## config.mk

```make
export PLATFORM = sky130hd
export DESIGN_NAME = pipelined_n_bit_subtractor_flat
export DESIGN_NICKNAME = d
export VERILOG_FILES = /design/src/rtl/pipelined_n_bit_subtractor_if.sv /design/src/rtl/pipelined_n_bit_subtractor.sv /design/src/flat_wrapper.sv
export SDC_FILE = /design/constraint.sdc
export NUM_CORES = 1
export LEC_CHECK = 0
export ABC_AREA = 1
export BUFFER_PORTS_ARGS = -buffer_cell sky130_fd_sc_hd__buf_4
export CORE_MARGIN = 3
export CORE_UTILIZATION = 25
export DETAILED_ROUTE_END_ITERATION = 10
export HOLD_SLACK_MARGIN = 0.12
export SLEW_MARGIN = 40
export SYNTH_ARGS = -nofsm -noshare
export SYNTH_HDL_FRONTEND = slang
export SYNTH_SLANG_ARGS = --single-unit
```

## constraint.sdc

```tcl
create_clock -name clk -period 4.35 [get_ports clk]
set_input_delay 0.435 -clock clk [delete_from_list [all_inputs] [get_ports clk]]
set_output_delay 0.435 -clock clk [all_outputs]
set_load 0.005 [all_outputs]
```

## src/rtl/pipelined_n_bit_subtractor_if.sv

```systemverilog
// Streaming operand/result bundle for the chunked pipelined subtractor.
// The producer/consumer side uses master; the subtractor uses slave.
interface pipelined_n_bit_subtractor_if #(
   parameter int N = 16
);
   logic         enable;
   logic         in_valid;
   logic         in_ready;
   logic [N-1:0] a;
   logic [N-1:0] b;
   logic         borin;
   logic         out_valid;
   logic         out_ready;
   logic [N-1:0] D;
   logic         borout;
   logic         ovf;
   logic         zero;

   modport master (
      output enable, in_valid, a, b, borin, out_ready,
      input  in_ready, out_valid, D, borout, ovf, zero
   );

   modport slave (
      input  enable, in_valid, a, b, borin, out_ready,
      output in_ready, out_valid, D, borout, ovf, zero
   );
endinterface

```

## src/rtl/pipelined_n_bit_subtractor.sv

```systemverilog
// D = a - b - borin resolved one C-bit chunk per stage, borrow registered between
// stages; a single global advance stalls the whole pipe when the result is not taken.
module pipelined_n_bit_subtractor #(
   parameter int N = 16,
   parameter int S = 4
) (
   input logic                         clk,
   input logic                         rst_n,
   pipelined_n_bit_subtractor_if.slave bus
);
   localparam int C = N / S;
   localparam int L = S - 1;

   if (S < 1 || (N % S) != 0) begin : g_param_check
      $error("pipelined_n_bit_subtractor: N (%0d) must be a multiple of S (%0d)", N, S);
   end

   logic         advance;
   logic [S-1:0] vld;
   logic [S:0]   vld_in;
   logic [N-1:0] diff_q;
   logic         borout_q;
   logic         ovf_q;
   logic         zero_q;

   assign advance = !vld[S-1] | bus.out_ready;
   assign vld_in  = {vld, bus.in_valid};

   // Stage k sees only the unresolved chunks (width W) plus the resolved low chunks,
   // so operand registers shrink by C bits per stage and the top chunk keeps the signs.
   for (genvar k = 0; k < S; k++) begin : g_stage
      localparam int W = N - k * C;

      logic [W-1:0]       a_in;
      logic [W-1:0]       b_in;
      logic               bw_in;
      logic [C:0]         diff;
      logic [(k+1)*C-1:0] d_out;

      if (k == 0) begin : g_src
         assign a_in  = bus.enable ? bus.a : '0;
         assign b_in  = bus.enable ? bus.b : '0;
         assign bw_in = bus.borin & bus.enable;
         assign d_out = diff[C-1:0];
      end else begin : g_src
         assign a_in  = g_stage[k-1].g_reg.a_q;
         assign b_in  = g_stage[k-1].g_reg.b_q;
         assign bw_in = g_stage[k-1].g_reg.bw_q;
         assign d_out = {diff[C-1:0], g_stage[k-1].g_reg.d_q};
      end

      assign diff = {1'b0, a_in[C-1:0]} - {1'b0, b_in[C-1:0]} - (C+1)'(bw_in);

      if (k < S - 1) begin : g_reg
         logic [W-C-1:0]     a_q;
         logic [W-C-1:0]     b_q;
         logic [(k+1)*C-1:0] d_q;
         logic               bw_q;

         // NOTE: datapath registers carry no reset; the valid bits alone decide
         // whether a slot means anything, so stale data here is never observed.
         always_ff @(posedge clk) begin
            if (advance) begin
               a_q  <= a_in[W-1:C];
               b_q  <= b_in[W-1:C];
               d_q  <= d_out;
               bw_q <= diff[C];
            end
         end
      end
   end

   logic [N-1:0] last_d;
   logic         last_bw;
   logic         last_sa;
   logic         last_sb;

   assign last_d  = g_stage[L].d_out;
   assign last_bw = g_stage[L].diff[C];
   assign last_sa = g_stage[L].a_in[C-1];
   assign last_sb = g_stage[L].b_in[C-1];

   // NOTE: state is updated with non-blocking assignments so every register in the
   // pipe samples pre-edge values and the shift happens as one simultaneous step.
   always_ff @(posedge clk) begin
      if (!rst_n) begin
         vld      <= '0;
         diff_q   <= '0;
         borout_q <= 1'b0;
         ovf_q    <= 1'b0;
         zero_q   <= 1'b0;
      end else if (advance) begin
         vld <= vld_in[S-1:0];
         // Result registers only move on a real op, so they hold across bubbles.
         if (vld_in[S-1]) begin
            diff_q   <= last_d;
            borout_q <= last_bw;
            ovf_q    <= (last_sa != last_sb) & (last_d[N-1] != last_sa);
            zero_q   <= (last_d == '0);
         end
      end
   end

   assign bus.in_ready  = advance;
   assign bus.out_valid = vld[S-1];
   assign bus.D         = diff_q;
   assign bus.borout    = borout_q;
   assign bus.ovf       = ovf_q;
   assign bus.zero      = zero_q;
endmodule
```

## src/flat_wrapper.sv

```systemverilog
// flat-port wrapper written by rule: the top's interface ports become plain ports
module pipelined_n_bit_subtractor_flat 
#(
   parameter int N = 16,
   parameter int S = 4
)
  (clk, rst_n, bus_enable, bus_in_valid, bus_a, bus_b, bus_borin, bus_out_ready, bus_in_ready, bus_out_valid, bus_D, bus_borout, bus_ovf, bus_zero);
  pipelined_n_bit_subtractor_if #(.N(N)) bus_i ();
  input logic clk;
  input logic rst_n;
  input wire logic [$bits(bus_i.enable)-1:0] bus_enable;
  input wire logic [$bits(bus_i.in_valid)-1:0] bus_in_valid;
  input wire logic [$bits(bus_i.a)-1:0] bus_a;
  input wire logic [$bits(bus_i.b)-1:0] bus_b;
  input wire logic [$bits(bus_i.borin)-1:0] bus_borin;
  input wire logic [$bits(bus_i.out_ready)-1:0] bus_out_ready;
  output wire logic [$bits(bus_i.in_ready)-1:0] bus_in_ready;
  output wire logic [$bits(bus_i.out_valid)-1:0] bus_out_valid;
  output wire logic [$bits(bus_i.D)-1:0] bus_D;
  output wire logic [$bits(bus_i.borout)-1:0] bus_borout;
  output wire logic [$bits(bus_i.ovf)-1:0] bus_ovf;
  output wire logic [$bits(bus_i.zero)-1:0] bus_zero;
  assign bus_i.enable = bus_enable;
  assign bus_i.in_valid = bus_in_valid;
  assign bus_i.a = bus_a;
  assign bus_i.b = bus_b;
  assign bus_i.borin = bus_borin;
  assign bus_i.out_ready = bus_out_ready;
  assign bus_in_ready = bus_i.in_ready;
  assign bus_out_valid = bus_i.out_valid;
  assign bus_D = bus_i.D;
  assign bus_borout = bus_i.borout;
  assign bus_ovf = bus_i.ovf;
  assign bus_zero = bus_i.zero;
  pipelined_n_bit_subtractor #(.N(N), .S(S)) u_core (.clk(clk), .rst_n(rst_n), .bus(bus_i));
endmodule
```

# --- Word-level counts from Yosys, hierarchy flattened ---
# Index checks and enable logic that the tools add are counted.
totals:
  register_bits: 98
  latch_bits: 0
  ramBits: 0
  romBits: 0
  inputBits: 38
  out_inout_bits: 21
  elab_cells: 35
  n_memories: 0
classes:
  addsub: 8
  n_mul: 0
  div_mod_pow: 0
  magnitude_cmp: 0
  eq_ne: 2
  shift: 0
  muxes: 2
  n_bitwise: 3
  reduce_logical: 3
ops:
  columns: ["op", "count"]
  rows:
  - ["4-bit by 4-bit subtractor with 5-bit output", 4]
  - ["5-bit by 1-bit subtractor with 5-bit output", 4]
  - ["16-bit logical NOT", 1]
  - ["4-bit two-way mux", 2]
  - ["1-bit bitwise AND", 2]
  - ["1-bit inequality test", 2]
  - ["2-bit AND reduction", 1]
  - ["1-bit logical NOT", 1]
  - ["1-bit OR", 1]

# --- Depth between registers and ports, before layout ---
# Gate-level depths: netlist of the first run.
depth:
  ltp_word: 4
  depth_mapped: 11
  ltp_nobuf: 11

# --- Worst setup path after synthesis of the first run ---
# Ideal clock, no wire load.
synth_timing:
  path_kind: "input to register"
  from: "input port bus_enable"
  to: "register u_core.g_stage[0].g_reg.bw_q, data pin"
  setup_time_ps: 262
  arrival_ps: 2201
  t_required_ps: 4088
  slack_ps: 1887
  path_stages: 9
  n_path_buf: 2
  cell_sequence: "clkbuf_1 > clkbuf_1 > nand2_1 > fa_1 > fa_1 > inv_1 > nand2_1 > a21oi_1 > xor2_1"
synth_between:
  elab_chain_len: 3
  elab_cells_between_ends: 5
  cone_classes: "add/sub (2); mux (2); bitwise (1)"
synth_rtl:
  columns: ["item", "line_no", "text"]
  rows:
  - ["start, declared", "flat_wrapper.sv:11", "input wire logic [$bits(bus_i.enable)-1:0] bus_enable;"]
  - ["4-bit two-way mux, on equally long branches", "pipelined_n_bit_subtractor.sv:41, pipelined_n_bit_subtractor.sv:42", null]
  - ["4-bit by 4-bit subtractor with 5-bit output", "pipelined_n_bit_subtractor.sv:52", "assign diff = {1'b0, a_in[C-1:0]} - {1'b0, b_in[C-1:0]} - (C+1)'(bw_in);"]
  - ["5-bit by 1-bit subtractor with 5-bit output *", "pipelined_n_bit_subtractor.sv:52", null]
  - ["net u_core.g_stage[0].diff[4]", "pipelined_n_bit_subtractor.sv:37", "logic [C:0] diff;"]
  - ["end signal, assigned", "pipelined_n_bit_subtractor.sv:67", "bw_q <= diff[C];"]
  - ["end, declared", "pipelined_n_bit_subtractor.sv:58", "logic bw_q;"]
# Mark *: on every way through the listed nets, which the timed path passes. The rest lies on a longest branch.
# A chain may end at the register's enable or synchronous reset.

# --- Worst setup path after layout of the first run ---
layout_timing:
  from: "register u_core.g_stage[2].g_reg.bw_q"
  to: "register u_core.diff_q[15], in the netlist u_core.bus.D[15]"
layout_between:
  elab_chain_len: 1
layout_rtl:
  columns: ["item", "line_no", "text"]
  rows:
  - ["start, declared", "pipelined_n_bit_subtractor.sv:58", null]
  - ["start signal, assigned", "pipelined_n_bit_subtractor.sv:67", null]
  - ["5-bit by 1-bit subtractor with 5-bit output", "pipelined_n_bit_subtractor.sv:52", null]
  - ["end signal, assigned", "pipelined_n_bit_subtractor.sv:96", "diff_q <= last_d;"]
  - ["end, declared", "pipelined_n_bit_subtractor.sv:21", "logic [N-1:0] diff_q;"]
# Every way passes these cells.

==> out/summary.json, run 1 <==
{
  "route": {
    "via_count": 2351,
    "drt_pass1_iterations": 4,
    "remaining_drc_errors": 0,
    "postRouteAntennaNets": 0,
    "detail_routed_via_count_per_cell": 3.71,
    "routed_wire_per_std_cell_um": 10.7,
    "drt-total-wl_um": 6780,
    "drt_iter0_drc": 118
  },
  "sta": {
    "slew_headroom": 0.593,
    "setup-tns-final_ns": 0,
    "maxSlewViolCount": 0,
    "fin_crit_sh": 0.478,
    "grt_setup_unrepaired": "false",
    "final_count_of_hold_timing_violations": 0,
    "fin_hold_ws_ns": 0.347,
    "slew_worst_pin_ns": 0.611,
    "setup_viol": 0,
    "worst_skew_ns": 0.00584,
    "period_minus_slack_ns": 2.08,
    "max_freq_mhz": 481
  },
  "global_routing": {
    "grt_first_pass_wirelength_um": 11200,
    "initial_antenna_violation_count": 0,
    "first_global_vias": 2409,
    "global_route.overflow_total": 0,
    "globalRouteTotalUtil": 0.0788,
    "maximum_number_of_pins_on_one_net_before_global_route_repair": 82
  },
  "final_layout": {
    "mostFrequentLayoutCell": "sky130_fd_sc_hd__edfxtp_1",
    "n_antenna_cell": 0,
    "final_nets": 481,
    "filler_cell_count": 1664,
    "layout-drive-gt1-share": 0.187,
    "area_growth_pct": 22.7,
    "layout_common_cells": "75 x sky130_fd_sc_hd__edfxtp_1, 73 x sky130_fd_sc_hd__inv_1, 58 x sky130_fd_sc_hd__buf_4, 45 x sky130_fd_sc_hd__nand2_1, 31 x sky130_fd_sc_hd__nor2_1"
  },
  "critical_path": {
    "worstPathArrival_ns": 2.31,
    "cp-endpoint": "u_core.bus.D[15]",
    "critPathMaxFanout": 3,
    "cp_slowest_stage_delay_ns": 0.55,
    "path_cells": "inv_1 > fa_1 > inv_1 > ha_1 > o21ai_0 > nand3_1 > nand2_1 > nand2_1 > o211ai_1 > inv_1",
    "path_class": "flip-flop to flip-flop",
    "reg2reg_depth": 10,
    "cp_data_required_time_ns": 4.58,
    "rr_endpoint": "u_core.bus.D[15]",
    "crit_path_launch": "u_core.g_stage[2].g_reg.bw_q",
    "ff2ff_setup_slack_ns": 2.27,
    "worst_setup_path_start_kind": "flip-flop",
    "crit_path_top_delay_cell": "sky130_fd_sc_hd__fa_1",
    "r2r-start": "u_core.g_stage[2].g_reg.bw_q",
    "critical_path.endpoint_type": "flip-flop",
    "cpMostUsedCell": "sky130_fd_sc_hd__inv_1"
  },
  "power": {
    "power.density_cell_area_nw_per_um2": 446,
    "p_clk_frac": 0.321,
    "p_seq_frac": 0.531,
    "power_report.internal_total_w": 0.00170,
    "combinationalPowerShare": 0.148,
    "worst_ir_drop_vdd_mv": 0.240,
    "power_switching_w": 0.000578,
    "power_switching_share": 0.253,
    "cellLeakagePower_nw": 2.37
  },
  "logic_synthesis": {
    "synth.cell_area_um2": 4170,
    "postSynthCellCount": 353,
    "syn-mean-instance-area_um2": 11.8,
    "synth.net_count": 421,
    "syn_warnings": 0,
    "yosys_register_bits": 98,
    "ys_seq_area_frac": 0.650,
    "synth_cell_types": 24
  },
  "die": {
    "design.core.area_um2": 16100,
    "rows": 46,
    "initial_utilization": 0.259,
    "die-height_um": 135,
    "chipWidth_um": 135,
    "die_area_um2": 18300,
    "top_level_ports": 59
  },
  "hold_path": {
    "start_point_of_the_worst_hold_path": "bus_in_valid",
    "hp-class": "input pin to flip-flop"
  },
  "clock_network": {
    "cts_max_level": 3,
    "cts_post_setup_buffers_inserted": 0,
    "cts-hold-fix-buffers": 0,
    "cts_buffers": 9,
    "cts-root-to-sink-buffers": 2,
    "clkTransAtPathRegs_ns": 0.07,
    "clock_tree_from_tritoncts": "yes",
    "clock-root-buffer": "sky130_fd_sc_hd__clkbuf_16",
    "cts.sink_count": 98,
    "cts.repair.resized": 0,
    "insertion_delay_ns": 0.34
  },
  "status": {
    "run_status": "finished, final reports clean"
  },
  "placed_design": {
    "place_hpwl_um": 4990,
    "port_buffers": 58,
    "gp_routability_congestion": 0.779
  },
  "flow_run": {
    "max_cap_violations": 0
  }
}
==> registers in the layout, indices dropped and copies added (netlist names) <==
signal	cells
u_core.g_stage.g_reg.a_q	24
u_core.g_stage.g_reg.b_q	24
u_core.g_stage.g_reg.d_q	24
u_core.bus.D	16
u_core.vld	4
u_core.g_stage.g_reg.bw_q	3
u_core.bus.borout	1
u_core.bus.ovf	1
u_core.bus.zero	1
==> critical path: cells and delay by family, from the launching register on <==
family,cells,cell delay [ns]
DFF,1,0.33
adders and majority gates,2,0.72
buffers and inverters,3,0.16
AOI/OAI and AO/OA,2,0.38
and+or+nand+nor,3,0.38
==> final cells by class <==
cell class | instances | area [µm²] | area share
Timing Repair Buffer | 58 | 435 | 0.0850
Sequential cell | 98 | 2710 | 0.530
Multi-Input combinational cell | 172 | 1150 | 0.224
Inverter | 74 | 278 | 0.0543
Clock inverter | 7 | 52.6 | 0.0103
Clock buffer | 9 | 225 | 0.0440
Tap cell | 216 | 270 | 0.0528
==> synthesized netlist by cell type <==
cell type	n	share of area
sky130_fd_sc_hd__nor2_1	31	0.028
sky130_fd_sc_hd__buf_2	1	0.0012
sky130_fd_sc_hd__dfxtp_1	23	0.11
sky130_fd_sc_hd__a21oi_2	1	0.0021
sky130_fd_sc_hd__o211ai_1	1	0.0018
sky130_fd_sc_hd__fa_1	8	0.038
sky130_fd_sc_hd__nor2_4	1	0.0027
sky130_fd_sc_hd__inv_1	73	0.066
sky130_fd_sc_hd__nand3b_1	3	0.0054
sky130_fd_sc_hd__edfxtp_1	75	0.54
sky130_fd_sc_hd__clkbuf_1	5	0.0045
sky130_fd_sc_hd__ha_1	22	0.066
sky130_fd_sc_hd__buf_6	1	0.0027
sky130_fd_sc_hd__xor2_1	10	0.021
sky130_fd_sc_hd__nand4_1	1	0.0015
sky130_fd_sc_hd__a21oi_1	13	0.016
sky130_fd_sc_hd__buf_1	1	0.00090
sky130_fd_sc_hd__xnor2_1	4	0.0084
sky130_fd_sc_hd__nand2_4	2	0.0054
sky130_fd_sc_hd__buf_4	1	0.0018
sky130_fd_sc_hd__nand2_1	45	0.040
sky130_fd_sc_hd__inv_2	1	0.00090
sky130_fd_sc_hd__o21ai_0	23	0.028
sky130_fd_sc_hd__nand3_1	7	0.0084
==> kinds of logic (layout without fill, tap and decap cells) <==
group                    count (synthesis)  in the layout  synth area share
AND/OR/NAND/NOR                         90             90            0.0917
adder cells (fa/ha/maj)                 30             30             0.104
AO/OA/AOI/OAI                           38             38            0.0471
flip-flops                              98             98             0.650
buffers and inverters                   83            148            0.0776
XOR/XNOR                                14             14            0.0294
==> power groups by stage <==
stage               clock network, W  logic, W  registers, W
global route                0.000796  0.000393       0.00123
CTS                         0.000756  0.000344       0.00121
finish                      0.000732  0.000338       0.00121
floorplan                          0  0.000236       0.00121
global placement                   0  0.000329       0.00123
detailed placement                 0  0.000343       0.00123
==> routing by layer <==
| layer | routed length (µm) | vias to the layer above | track usage |
|---|---|---|---|
| li1 | - | 1251 | - |
| met1 | 3450 | 1030 | 0.102 |
| met2 | 2850 | 62 | 0.118 |
| met3 | 348 | 8 | 0.0253 |
| met4 | 127 | 0 | 0.0403 |
| met5 | 0 | - | 0 |
==> through the flow <==
stage / cells / setup slack [ns] / cell area (µm²) / total power (W) / util
6_report: 634 / 2.27 / 5120 / 0.00228 / 0.318
5_1_grt: 634 / 2.10 / 5120 / 0.00242 / 0.318
4_1_cts: 634 / 2.25 / 5120 / 0.00231 / 0.318
3_5_place_dp: 618 / 1.91 / 4840 / 0.00158 / 0.300
3_3_place_gp: 618 / 2.01 / 4830 / 0.00156 / 0.300
2_1_floorplan: 353 / 1.89 / 4170 / 0.00145 / -
==> worst min-delay path by stage <==
stage / endpoint / slack (ns) / cells past startpoint
2_1_floorplan: u_core.g_stage[1].g_reg.a_q[0] / 0.40 / 0
3_3_place_gp: u_core.g_stage[1].g_reg.a_q[6] / 0.41 / 0
3_5_place_dp: u_core.g_stage[1].g_reg.a_q[4] / 0.40 / 0
4_1_cts: u_core.vld[0] / 0.33 / 3
5_1_grt: u_core.g_stage[0].g_reg.a_q[9] / 0.33 / 3
6_report: u_core.vld[0] / 0.35 / 3
Power figures use the tool's default switching activity.
==> inputs of run 2 (changes only) <==
- clock period: 4.35 -> 1.75 ns (I/O delays scaled with it)
==> run 2 against run 1 <==
Net effect: the run now ends with setup timing left; non-clock buffer count increased by 34; worst setup slack lost 2.4 ns; register-to-register slack got worse by 2.4 ns; final area is 8.5% higher; die area unchanged; first-iteration DRC count up 11%; worst hold slack got worse by 0.19 ns; combinational power rose to 3.2 times the previous value; cell count is 5.4% higher; critical endpoint unchanged; largest power group unchanged; highest routed layer unchanged.
==> out/summary.json, run 2 (synthesis results as in run 1) <==
{
  "sta": {
    "final_count_of_hold_timing_violations": 0,
    "worst_skew_ns": 0.00480,
    "fin_crit_sh": 1.10,
    "period_minus_slack_ns": 1.92,
    "slew_worst_pin_ns": 0.423,
    "slew_headroom": 0.718,
    "maxSlewViolCount": 0,
    "setup_viol": 7,
    "post-route-worst-setup-slack_ns": -0.175,
    "max_freq_mhz": 520,
    "grt_setup_unrepaired": "true"
  },
  "route": {
    "detail_routed_via_count_per_cell": 3.82,
    "drt_pass1_iterations": 4,
    "postRouteAntennaNets": 0,
    "remaining_drc_errors": 0,
    "drt-total-wl_um": 7070,
    "routed_wire_per_std_cell_um": 10.6,
    "via_count": 2555,
    "drt_iter0_drc": 131
  },
  "clock_network": {
    "cts_max_level": 3,
    "insertion_delay_ns": 0.34,
    "cts_buffers": 9,
    "clock_tree_from_tritoncts": "yes",
    "cts.sink_count": 98,
    "clkTransAtPathRegs_ns": 0.06,
    "cts-root-to-sink-buffers": 2,
    "clock-root-buffer": "sky130_fd_sc_hd__clkbuf_16"
  },
  "critical_path": {
    "path_class": "flip-flop to flip-flop",
    "worst_path_dominant_cell_family": "adder cells",
    "crit_path_top_delay_cell": "sky130_fd_sc_hd__fa_2",
    "worstPathArrival_ns": 2.16,
    "cp_data_required_time_ns": 1.99,
    "timing.critical_path.buf_inv": 2,
    "worst_setup_path_start_kind": "flip-flop",
    "critPathMaxFanout": 3,
    "path_cells": "fa_2 > inv_2 > ha_4 > o21ai_4 > nand3_2 > nand2_2 > nand2_1 > o211ai_1 > inv_1",
    "critical_path.endpoint_type": "flip-flop",
    "cp_slowest_stage_delay_ns": 0.57
  },
  "final_layout": {
    "filler_cell_count": 1640,
    "fin_util": 0.345,
    "finalInstanceArea_um2": 5550,
    "mostFrequentLayoutCell": "sky130_fd_sc_hd__edfxtp_1",
    "area_growth_pct": 33.1,
    "largest_regs": "u_core.g_stage.g_reg.a_q: 24 flops, u_core.g_stage.g_reg.b_q: 24 flops, u_core.g_stage.g_reg.d_q: 24 flops",
    "layout_common_cells": "75 x sky130_fd_sc_hd__edfxtp_1, 66 x sky130_fd_sc_hd__buf_4, 64 x sky130_fd_sc_hd__inv_1, 41 x sky130_fd_sc_hd__nand2_1, 31 x sky130_fd_sc_hd__nor2_1",
    "n_antenna_cell": 0,
    "layout-drive-gt1-share": 0.265,
    "final_nets": 515
  },
  "power": {
    "report.power.total_w": 0.00589,
    "worst_ir_drop_vdd_mv": 0.452,
    "cellLeakagePower_nw": 2.53,
    "combinationalPowerShare": 0.185,
    "p_seq_frac": 0.513,
    "power_switching_w": 0.00151,
    "power_switching_share": 0.257,
    "power.density_cell_area_nw_per_um2": 1060,
    "power_report.internal_total_w": 0.00438,
    "p_clk_frac": 0.302
  },
  "die": {
    "chipWidth_um": 135,
    "die_area_um2": 18300,
    "rows": 46,
    "top_level_ports": 59,
    "design.core.area_um2": 16100,
    "die-height_um": 135,
    "initial_utilization": 0.259
  },
  "hold_path": {
    "hp-class": "input pin to flip-flop"
  },
  "status": {
    "failed_checks": "setup timing",
    "run_status": "finished with violations"
  },
  "flow_run": {
    "max_cap_violations": 0
  },
  "global_routing": {
    "initial_antenna_violation_count": 0,
    "global_route.overflow_total": 0,
    "globalRouteTotalUtil": 0.0821,
    "groute.layer.met1.usage": 0.107,
    "globalRoute.busiestLayer": "met2",
    "first_global_vias": 2585,
    "grt_first_pass_wirelength_um": 11800,
    "maximum_number_of_pins_on_one_net_before_global_route_repair": 80,
    "grt.met3_usage": 0.0234,
    "groute.layer.met2.usage": 0.124
  },
  "placed_design": {
    "place_hpwl_um": 5010,
    "gp_routability_congestion": 0.798,
    "cell_area_after_placement_um2": 4920,
    "port_buffers": 58
  }
}
[run 2: tightest hold or removal path: stages]
cell                      delay (ns)
sky130_fd_sc_hd__buf_4          0.08
sky130_fd_sc_hd__inv_1          0.05
sky130_fd_sc_hd__nand2_4        0.09
sky130_fd_sc_hd__a21oi_1        0.06
[run 2: area by class of cell]
type	instances	area, µm²	share of cell area
clock buffer	9	225	0.0405
inverter	74	278	0.0500
timing repair buffer	92	766	0.138
sequential	98	2710	0.488
clock inverter	7	42.5	0.00766
multi-input combinational	172	1260	0.227
tap	216	270	0.0487
[run 2: metal layers]
| layer | share of wire | vias to the layer above |
|---|---|---|
| met5 | 0 | - |
| met3 | 0.055 | 14 |
| met4 | 0.024 | 0 |
| met2 | 0.45 | 68 |
| met1 | 0.47 | 1152 |
| li1 | - | 1321 |
[run 2: path summary, 6_finish.rpt]
kind,from,to,slack (ns),cells after the start
max,u_core.g_stage[2].g_reg.a_q[0],u_core.bus.D[15],-0.17,9
min,bus_out_ready,u_core.vld[3],0.16,4
max reg2reg,u_core.g_stage[2].g_reg.a_q[0],u_core.bus.D[15],-0.17,9
min reg2reg,u_core.g_stage[1].g_reg.a_q[5],u_core.g_stage[2].g_reg.a_q[1],0.42,0
[run 2: timing repair]
action | in CTS | in global routing
setup endpoints to repair | 9 | 11
hold buffers | 25 | 0
setup buffers | 0 | 1
pin swaps | 9 | 18
endpoints found under the hold margin | 25 | 0
gates resized for setup | 11 | 23
[run 2: per-stage QoR]
stage / setup slack (ns) / setup TNS (ns) / std cells / hold slack, ns
2_1_floorplan: -0.0811 / -0.0811 / 353 / 0.310
3_3_place_gp: -0.0599 / -0.214 / 626 / 0.406
3_5_place_dp: -0.204 / -0.793 / 626 / 0.405
4_1_cts: -0.108 / -0.504 / 667 / 0.142
5_1_grt: -0.238 / -1.31 / 668 / 0.153
6_report: -0.175 / -0.666 / 668 / 0.156
[run 2: power groups by stage]
stage                     clock [W]  combinational (W)  sequential [W]
after CTS                   0.00185           0.000977         0.00302
after global placement            0           0.000849         0.00306
final                       0.00178            0.00109         0.00302
after detailed placement          0           0.000889         0.00307
after floorplan                   0           0.000601         0.00302
after global routing        0.00195            0.00124         0.00305
